File: config.mk
export PLATFORM = sky130hd
export DESIGN_NAME = div_seq
export DESIGN_NICKNAME = d
export VERILOG_FILES = /design/src/rtl/gpu_alu_pkg.sv /design/src/rtl/div_seq_sub_borrow.sv /design/src/rtl/div_seq.sv
export SDC_FILE = /design/constraint.sdc
export NUM_CORES = 1
export LEC_CHECK = 0
export BUFFER_PORTS_ARGS = -buffer_cell sky130_fd_sc_hd__buf_2
export CORE_MARGIN = 2
export CORE_UTILIZATION = 30
export CTS_CLUSTER_DIAMETER = 100
export DETAILED_ROUTE_END_ITERATION = 10
export GPL_ROUTABILITY_DRIVEN = 0
export HOLD_SLACK_MARGIN = 0.15
export SETUP_SLACK_MARGIN = 0.1
export SLEW_MARGIN = 20
export SYNTH_ARGS = -nofsm -noshare
export SYNTH_HDL_FRONTEND = slang
export SYNTH_SLANG_ARGS = --single-unit
File: constraint.sdc
create_clock -name clk -period 22.7 [get_ports clk]
set_input_delay 3.405 -clock clk [delete_from_list [all_inputs] [get_ports clk]]
set_output_delay 3.405 -clock clk [all_outputs]
set_load 0.05 [all_outputs]
File: src/rtl/gpu_alu_pkg.sv
// Shared GPU ALU types: divider FSM state encoding and counter sizing helper.
package gpu_alu_pkg;

  typedef enum logic [1:0] {
    DIV_IDLE,
    DIV_BUSY,
    DIV_DONE
  } div_state_t;

  // One extra bit so the counter can reach WIDTH itself (the fixup cycle).
  function automatic int div_cnt_w(input int width);
    return $clog2(width) + 1;
  endfunction

endpackage

File: src/rtl/div_seq_sub_borrow.sv
// Ripple borrow-chain subtractor: out = a - b, bout set when a < b.
module sub_borrow #(
  parameter int WIDTH = 33
) (
  input  logic [WIDTH-1:0] a,
  input  logic [WIDTH-1:0] b,
  output logic [WIDTH-1:0] out,
  output logic             bout
);

  always_comb begin
    logic br;
    br   = 1'b0;
    out  = '0;
    for (int i = 0; i < WIDTH; i++) begin
      out[i] = a[i] ^ b[i] ^ br;
      br     = (~a[i] & b[i]) | (~(a[i] ^ b[i]) & br);
    end
    bout = br;
  end

endmodule

File: src/rtl/div_seq.sv
// Multi-cycle restoring divider, one quotient bit per cycle, fixed WIDTH+1 latency.
// Optional signed mode behind macro DIV_SIGNED_EN (adds is_signed port).
module div_seq
  import gpu_alu_pkg::*;
#(
  parameter int WIDTH = 32
) (
  input  logic             clk,
  input  logic             rst_n,
  input  logic             in_valid,
  output logic             in_ready,
  input  logic [WIDTH-1:0] dividend,
  input  logic [WIDTH-1:0] divisor,
`ifdef DIV_SIGNED_EN
  input  logic             is_signed,
`endif
  output logic             out_valid,
  input  logic             out_ready,
  output logic [WIDTH-1:0] quotient,
  output logic [WIDTH-1:0] remainder,
  output logic             div_by_zero
);

  localparam int CW = div_cnt_w(WIDTH);
  localparam logic [CW-1:0] CNT_END = CW'(WIDTH);
  localparam logic [CW-1:0] CNT_ONE = CW'(1);

  div_state_t       state_q, state_d;
  logic [CW-1:0]    cnt_q, cnt_d;
  logic [WIDTH-1:0] rem_q, rem_d;
  logic [WIDTH-1:0] quo_q, quo_d;
  logic [WIDTH-1:0] dvsr_q, dvsr_d;
  logic [WIDTH-1:0] res_quo_q, res_quo_d;
  logic [WIDTH-1:0] res_rem_q, res_rem_d;
  logic             res_dbz_q, res_dbz_d;
`ifdef DIV_SIGNED_EN
  logic             neg_quo_q, neg_quo_d;
  logic             neg_rem_q, neg_rem_d;
`endif

  logic [WIDTH:0]   trial_a, trial_b, trial_diff;
  logic             trial_bout;
  logic             take;

  // quo_q shifts dividend bits out of its MSB while quotient bits enter at the LSB.
  assign trial_a = {rem_q, quo_q[WIDTH-1]};
  assign trial_b = {1'b0, dvsr_q};

  sub_borrow #(.WIDTH(WIDTH + 1)) u_sub (
    .a    (trial_a),
    .b    (trial_b),
    .out  (trial_diff),
    .bout (trial_bout)
  );

  // The difference MSB is always clear when there is no borrow; folding it in is free.
  assign take = ~trial_bout & ~trial_diff[WIDTH];

  always_comb begin
    state_d   = state_q;
    cnt_d     = cnt_q;
    rem_d     = rem_q;
    quo_d     = quo_q;
    dvsr_d    = dvsr_q;
    res_quo_d = res_quo_q;
    res_rem_d = res_rem_q;
    res_dbz_d = res_dbz_q;
`ifdef DIV_SIGNED_EN
    neg_quo_d = neg_quo_q;
    neg_rem_d = neg_rem_q;
`endif
    case (state_q)
      DIV_IDLE: begin
        if (in_valid) begin
          state_d = DIV_BUSY;
          cnt_d   = '0;
          rem_d   = '0;
`ifdef DIV_SIGNED_EN
          neg_rem_d = is_signed & dividend[WIDTH-1];
          neg_quo_d = is_signed & (dividend[WIDTH-1] ^ divisor[WIDTH-1]);
          quo_d     = (is_signed && dividend[WIDTH-1]) ? -dividend : dividend;
          dvsr_d    = (is_signed && divisor[WIDTH-1])  ? -divisor  : divisor;
`else
          quo_d   = dividend;
          dvsr_d  = divisor;
`endif
        end
      end
      DIV_BUSY: begin
        if (cnt_q != CNT_END) begin
          rem_d = take ? trial_diff[WIDTH-1:0] : trial_a[WIDTH-1:0];
          quo_d = {quo_q[WIDTH-2:0], take};
          cnt_d = cnt_q + CNT_ONE;
        end else begin
          state_d   = DIV_DONE;
          res_dbz_d = (dvsr_q == '0);
          res_quo_d = quo_q;
          res_rem_d = rem_q;
`ifdef DIV_SIGNED_EN
          // Divide-by-zero keeps the all-ones quotient; remainder negation restores dividend.
          if (neg_quo_q && (dvsr_q != '0)) res_quo_d = -quo_q;
          if (neg_rem_q) res_rem_d = -rem_q;
`endif
        end
      end
      DIV_DONE: begin
        if (out_ready) state_d = DIV_IDLE;
      end
      default: state_d = DIV_IDLE;
    endcase
  end

  always_ff @(posedge clk) begin
    if (!rst_n) begin
      state_q   <= DIV_IDLE;
      cnt_q     <= '0;
      rem_q     <= '0;
      quo_q     <= '0;
      dvsr_q    <= '0;
      res_quo_q <= '0;
      res_rem_q <= '0;
      res_dbz_q <= 1'b0;
`ifdef DIV_SIGNED_EN
      neg_quo_q <= 1'b0;
      neg_rem_q <= 1'b0;
`endif
    end else begin
      state_q   <= state_d;
      cnt_q     <= cnt_d;
      rem_q     <= rem_d;
      quo_q     <= quo_d;
      dvsr_q    <= dvsr_d;
      res_quo_q <= res_quo_d;
      res_rem_q <= res_rem_d;
      res_dbz_q <= res_dbz_d;
`ifdef DIV_SIGNED_EN
      neg_quo_q <= neg_quo_d;
      neg_rem_q <= neg_rem_d;
`endif
    end
  end

  assign in_ready    = (state_q == DIV_IDLE);
  assign out_valid   = (state_q == DIV_DONE);
  assign quotient    = res_quo_q;
  assign remainder   = res_rem_q;
  assign div_by_zero = res_dbz_q;

endmodule
* After elaboration in Yosys (flattened, before gate mapping) *
Index checks and enable logic that the tools add are counted.

word-level totals
  register bits = 169
  output and inout port bits = 67
  logic and storage cells = 264

operators by class
  equal/unequal tests = 7
  mux-type cells = 14
  add/subtract/negate cells = 1
  bitwise logic cells = 227
  reductions and logical operators = 7

operator list
  cell                                                             number
  32-bit 2-to-1 mux                                                5
  32-bit case mux with 2 select lines                              2
  1-bit NOT                                                        67
  1-bit AND                                                        65
  1-bit bitwise XOR                                                64
  32-bit logical NOT                                               1
  1-bit bitwise OR                                                 31
  6-bit 2-to-1 mux                                                 2
  6-bit case mux with 2 select lines                               1
  6-bit by 1-bit adder with 6-bit output, second input constant    1
  2-bit 2-to-1 mux                                                 3
  2-bit != test, second input constant                             3
  6-bit != test, second input constant                             1
  2-bit case mux with 3 select lines                               1
  3-bit AND reduction                                              2
  2-bit AND reduction                                              2
  2-bit by 1-bit == test with 1-bit output, second input constant  1
  2-bit == test, second input constant                             1
  2-bit logical NOT                                                1
  2-bit by 1-bit != test with 1-bit output, second input constant  1
  2-bit nonzero test                                               1

* Longest topological paths before layout *
  depth in word-level cells = 70
  gate-level depth with buffers = 39

* Modules after synthesis *
A second synthesis with hierarchy kept.

second synthesis, totals
  cell total of the unflattened synthesis = 885
  area, all modules = 8001.4 um^2

modules (own cells, without submodules)
  module      cells an instance  times used  seq. area each (um^2)  area each (um^2)
  div_seq     784                1           3383.2                 7093.1
  sub_borrow  101                1           0.0                    908.4

* Least setup slack after synthesis *
No wires, ideal clock.

  path type = register -> register
  start point = reg quo_q[31]
  end point = reg rem_q[0]
  arrival = 13.264 ns
  library setup time = 0.117 ns
  slack = 9.319 ns
  clock period less this slack = 13.381 ns
  cell stages (with the launch flop) = 39
  required time = 22.583 ns
  path buffers = 2
  cell sequence = dfxtp_1 > inv_1 > ha_1 > fa_1 > fa_1 > fa_1 > fa_1 > fa_1 > fa_1 > fa_1 > fa_1 > fa_1 > fa_1 > fa_1 > fa_1 > fa_1 > fa_1 > fa_1 > [3 not listed] > fa_1 > fa_1 > fa_1 > fa_1 > fa_1 > fa_1 > fa_1 > fa_1 > fa_1 > fa_1 > fa_1 > fa_1 > fa_1 > xnor2_1 > buf_2 > buf_1 > a21oi_1 > a22o_1

between the ends
  longest elaborated chain between the ends = 70

ends and longest elaborated chain
  element                                         line                                                RTL
  start, declared                                 div_seq.sv:31                                       logic [WIDTH-1:0] quo_q, quo_d;
  start signal, assigned                          div_seq.sv:131                                      quo_q <= quo_d;
  1-bit NOT                                       div_seq_sub_borrow.sv:17                            br = (~a[i] & b[i]) | (~(a[i] ^ b[i]) & br);
  1-bit AND (2 in a row)                          div_seq_sub_borrow.sv:17
  1-bit bitwise OR                                div_seq_sub_borrow.sv:17
  1-bit AND                                       div_seq_sub_borrow.sv:17
  1-bit bitwise OR                                div_seq_sub_borrow.sv:17
  1-bit AND                                       div_seq_sub_borrow.sv:17
  1-bit bitwise OR                                div_seq_sub_borrow.sv:17
  1-bit AND                                       div_seq_sub_borrow.sv:17
  [53 not listed]                                 n/a
  1-bit AND                                       div_seq_sub_borrow.sv:17
  1-bit bitwise OR                                div_seq_sub_borrow.sv:17
  1-bit AND or 1-bit bitwise XOR (tied branches)  div_seq_sub_borrow.sv:17, div_seq_sub_borrow.sv:16
  1-bit NOT                                       div_seq.sv:57                                       assign take = ~trial_bout & ~trial_diff[WIDTH];
  1-bit AND                                       div_seq.sv:57
  32-bit 2-to-1 mux *                             div_seq.sv:91                                       rem_d = take ? trial_diff[WIDTH-1:0] : trial_a[WIDTH-1:0];
  32-bit 2-to-1 mux *                             div_seq.sv:90                                       if (cnt_q != CNT_END) begin
  32-bit case mux with 2 select lines *           div_seq.sv:72                                       case (state_q)
  end signal, assigned                            div_seq.sv:130                                      rem_q <= rem_d;
  end, declared                                   div_seq.sv:30                                       logic [WIDTH-1:0] rem_q, rem_d;

Mark *: on every way between the ends. The rest lies on a longest branch, timed or not. The select of a mux whose other input is x is not followed.
A chain may end at the register's enable or synchronous reset.

* Final worst setup path *
  start point = reg quo_q[31]
  end point = reg rem_q[9]

between the ends
  longest elaborated chain between the ends = 70

ends and longest elaborated chain
  element                                         line
  1-bit NOT *                                     div_seq_sub_borrow.sv:17
  1-bit AND * (2 in a row)                        div_seq_sub_borrow.sv:17
  1-bit bitwise OR *                              div_seq_sub_borrow.sv:17
  1-bit AND *                                     div_seq_sub_borrow.sv:17
  1-bit bitwise OR *                              div_seq_sub_borrow.sv:17
  1-bit AND *                                     div_seq_sub_borrow.sv:17
  1-bit bitwise OR *                              div_seq_sub_borrow.sv:17
  1-bit AND *                                     div_seq_sub_borrow.sv:17
  [53 not listed]                                 n/a
  1-bit AND                                       div_seq_sub_borrow.sv:17
  1-bit bitwise OR                                div_seq_sub_borrow.sv:17
  1-bit AND or 1-bit bitwise XOR (tied branches)  div_seq_sub_borrow.sv:17, div_seq_sub_borrow.sv:16
  1-bit NOT                                       div_seq.sv:57
  1-bit AND                                       div_seq.sv:57
  32-bit 2-to-1 mux *                             div_seq.sv:91
  32-bit 2-to-1 mux *                             div_seq.sv:90
  32-bit case mux with 2 select lines *           div_seq.sv:72

Marks and branches as above.

==> flow_summary.toml <==
[synth]
synth_top_flop_cell = "dfxtp_1"
synth-edff-count = 0
synth_area_leaders = "dfxtp_1 46%, nand2_1 13%, a21oi_1 9.0%"
yosys_warnings = 0
synthArstFlopShare_pct = 0
ys_seq_area_share_pct = 45.59
avgSynthCellArea_um2 = 8.471
syn_nets = 978
syn_inst = 876
yosysUniqueCellTypes = 36
synth_top_area_share_pct = 45.59
ys_seq_elements = 169
synth_top_cell_by_area = "dfxtp_1"
syn_area_um2 = 7421

[placement]
port_buffers = 134
dp_cells = 1278
hpwl_mm = 13.15
placed_area_um2 = 8242

[clock_tree]
clk_pin_slew_ns = 0.06
worstSkewPairLatency_ns = 0.42
clk_path_buf_depth = 2
clkSinkCount = 169
cts_root_buf = "clkbuf_16"
ctsHoldBuffers = 0
tritoncts = "built"
ctsResizeCount = 0
htreeDepth = 4
cts_setup_buffers = 0
numCtsBuffers = 17

[finish]
fin_area_um2 = 8902
drive_above_1_share_pct = 20.08
fin_util_pct = 36.61
syn2layout_area_growth_pct = 19.96
num-nets-final = 1075
stdcell_count = 1314

[detailed_routing]
firstDrtPassIters = 4
finalWirelength_mm = 19.36
ant_nets = 0
drc = 0
num_vias = 6276
via_per_inst = 4.776
drt_iter0_drc = 390
drt-wirelength-per-cell_um = 14.73

[sta]
holdWs_ns = 0.4498
worstMarginPinSlew_ns = 1.110
fmax_mhz = 71.31
slew_violations = 0
setup_tns_ns = 0
finalCritPeriodShare_pct = 61.77
hold_violations = 0
timing.slew.headroom_pct = 25.83
setup_viol_count_final = 0
period_needed_ns = 14.02
rsz0062_at_grt = "false"
finClkSkew_ns = 0.008570

[min_path]
hold_depth = 2
holdPathEnd = "remainder[10]"
hp-class = "reg -> reg"
min_from = "remainder[10]"

[worst_setup_path]
cpPeakStageDelay_ns = 0.51
timing.rr.start = "quo_q[31]"
path_max_fanout = 65
rr_endpoint = "rem_q[9]"
crit_arrival_ns = 14.33
crit_path_top_delay_cell = "buf_4"
path_class = "reg -> reg"
cp-start-kind = "flop"
r2r_slack_ns = 8.68
required_ns = 23.01
cp-end-kind = "flop"
rr_worst_depth = 37
crit_top_cell = "fa_1"

[floorplanning]
placementRows = 57
die_w_um = 161.3
coreArea_um2 = 24320
io_pins = 135
die_area_um2 = 26010
die_height_um = 161.3
initial_utilization_pct = 30.51

[outcome]
status = "completed"

[pwr]
ir_worst_vdd_v = 0.00006483
power.leakage_nw = 3.429
switchingPower_uw = 307.2
combPwrFrac_pct = 28.7
swShare_pct = 32.81
intPower_uw = 629.1
power.share.clock_pct = 34.3
power.density_nw_per_um2 = 105.2
pwr-share-seq_pct = 37.0

[global_route]
grt_first_pass_wirelength_mm = 31.48
grt_max_degree = 74
grt_pass1_vias = 6182
antenna_found_initial = 5
grt_overflow = 0
grtUsageTotal_pct = 15.04

[job]
max_cap_violations = 0
-- area by class of cell --
class | count | area, um2
Multi-Input combinational cell | 605 | 3570
Tap cell | 324 | 405.4
Timing Repair Buffer | 144 | 745.7
Clock inverter | 13 | 217.7
Antenna cell | 4 | 10.01
Sequential cell | 169 | 3383
Fill cell | 2564 | 15420
Inverter | 36 | 137.6
Clock buffer | 19 | 432.9
-- layer usage --
metal  part of all wire, %  global-route usage (%)  vias to the layer above
met5                 0.036                       0                        -
li1                      -                       -                     3141
met2                    47                   24.83                      120
met3                   5.1                   3.980                       19
met4                   1.7                   4.870                        2
met1                    46                   19.21                     2994
-- Yosys cell counts, types with 4 or more instances --
master,instances
nand2_1,258
dfxtp_1,169
a21oi_1,134
nor2_1,38
inv_1,36
nor3_1,33
a22o_1,32
fa_1,31
clkbuf_1,29
a311oi_1,20
buf_2,19
a311oi_2,12
buf_6,11
nand3_1,8
nor4_1,7
buf_1,5
and3_1,4
-- how the worst max path moves through the flow --
stage / slack (ns) / end / cells after the start / start
after floorplan: 9.32 / rem_q[0] / 38 / quo_q[31]
after global placement: 8.94 / rem_q[17] / 37 / quo_q[31]
after detailed placement: 8.76 / rem_q[9] / 37 / quo_q[31]
after CTS: 8.71 / rem_q[30] / 37 / quo_q[31]
after global routing: 8.14 / rem_q[30] / 37 / quo_q[31]
final: 8.68 / rem_q[9] / 37 / quo_q[31]
-- sequential cells by signal, summed over array words and instances (netlist names) --
register / flops
cnt_q: 6
quo_q: 32
quotient: 32
rem_q: 32
remainder: 32
div_by_zero: 1
dvsr_q: 32
state_q: 2
-- logic make-up after synthesis --
logic type | share of synthesized area (%)
xor+xnor | 0.1180
flops | 45.59
compound gates | 18.29
fa+ha+maj | 8.869
buf+inv | 6.694
simple gates | 20.44
-- power by group through the flow --
stage                     Sequential, mW  Combinational (mW)  Clock (mW)
after floorplan                    0.344               0.218           0
after global placement             0.353               0.260           0
after detailed placement           0.353               0.269           0
after CTS                          0.346               0.270       0.328
after global routing               0.351               0.312       0.342
final                              0.346               0.269       0.321
-- stage by stage --
stage,setup WS [ns],total power [mW]
floorplan,9.319,0.5623
global placement,8.941,0.6129
detailed placement,8.765,0.6216
CTS,8.707,0.9444
global route,8.137,1.004
finish,8.677,0.9363
-- placed cells by master, fill, tap and decap left out, types with 4 or more instances in the layout --
master	instances
a311oi_1	20
fa_1	31
nand3_1	7
buf_2	134
nor2_1	38
a311oi_2	12
bufinv_16	5
buf_4	10
diode_2	4
inv_1	35
a21oi_1	134
nor4_1	7
nor3_1	33
dfxtp_1	169
a22o_1	32
nand2_1	258
clkbuf_16	17
-- worst max-delay path: cells and delay by family, from the launching register on --
kind                       cells  cell delay (ns)
DFF                            1             0.37
buffers and inverters          2             0.57
xor gates and xnor gates       1             0.13
AOI/OAI and AO/OA              2             0.38
adders and majority gates     32            12.43
(Power assumes the default switching activity.)
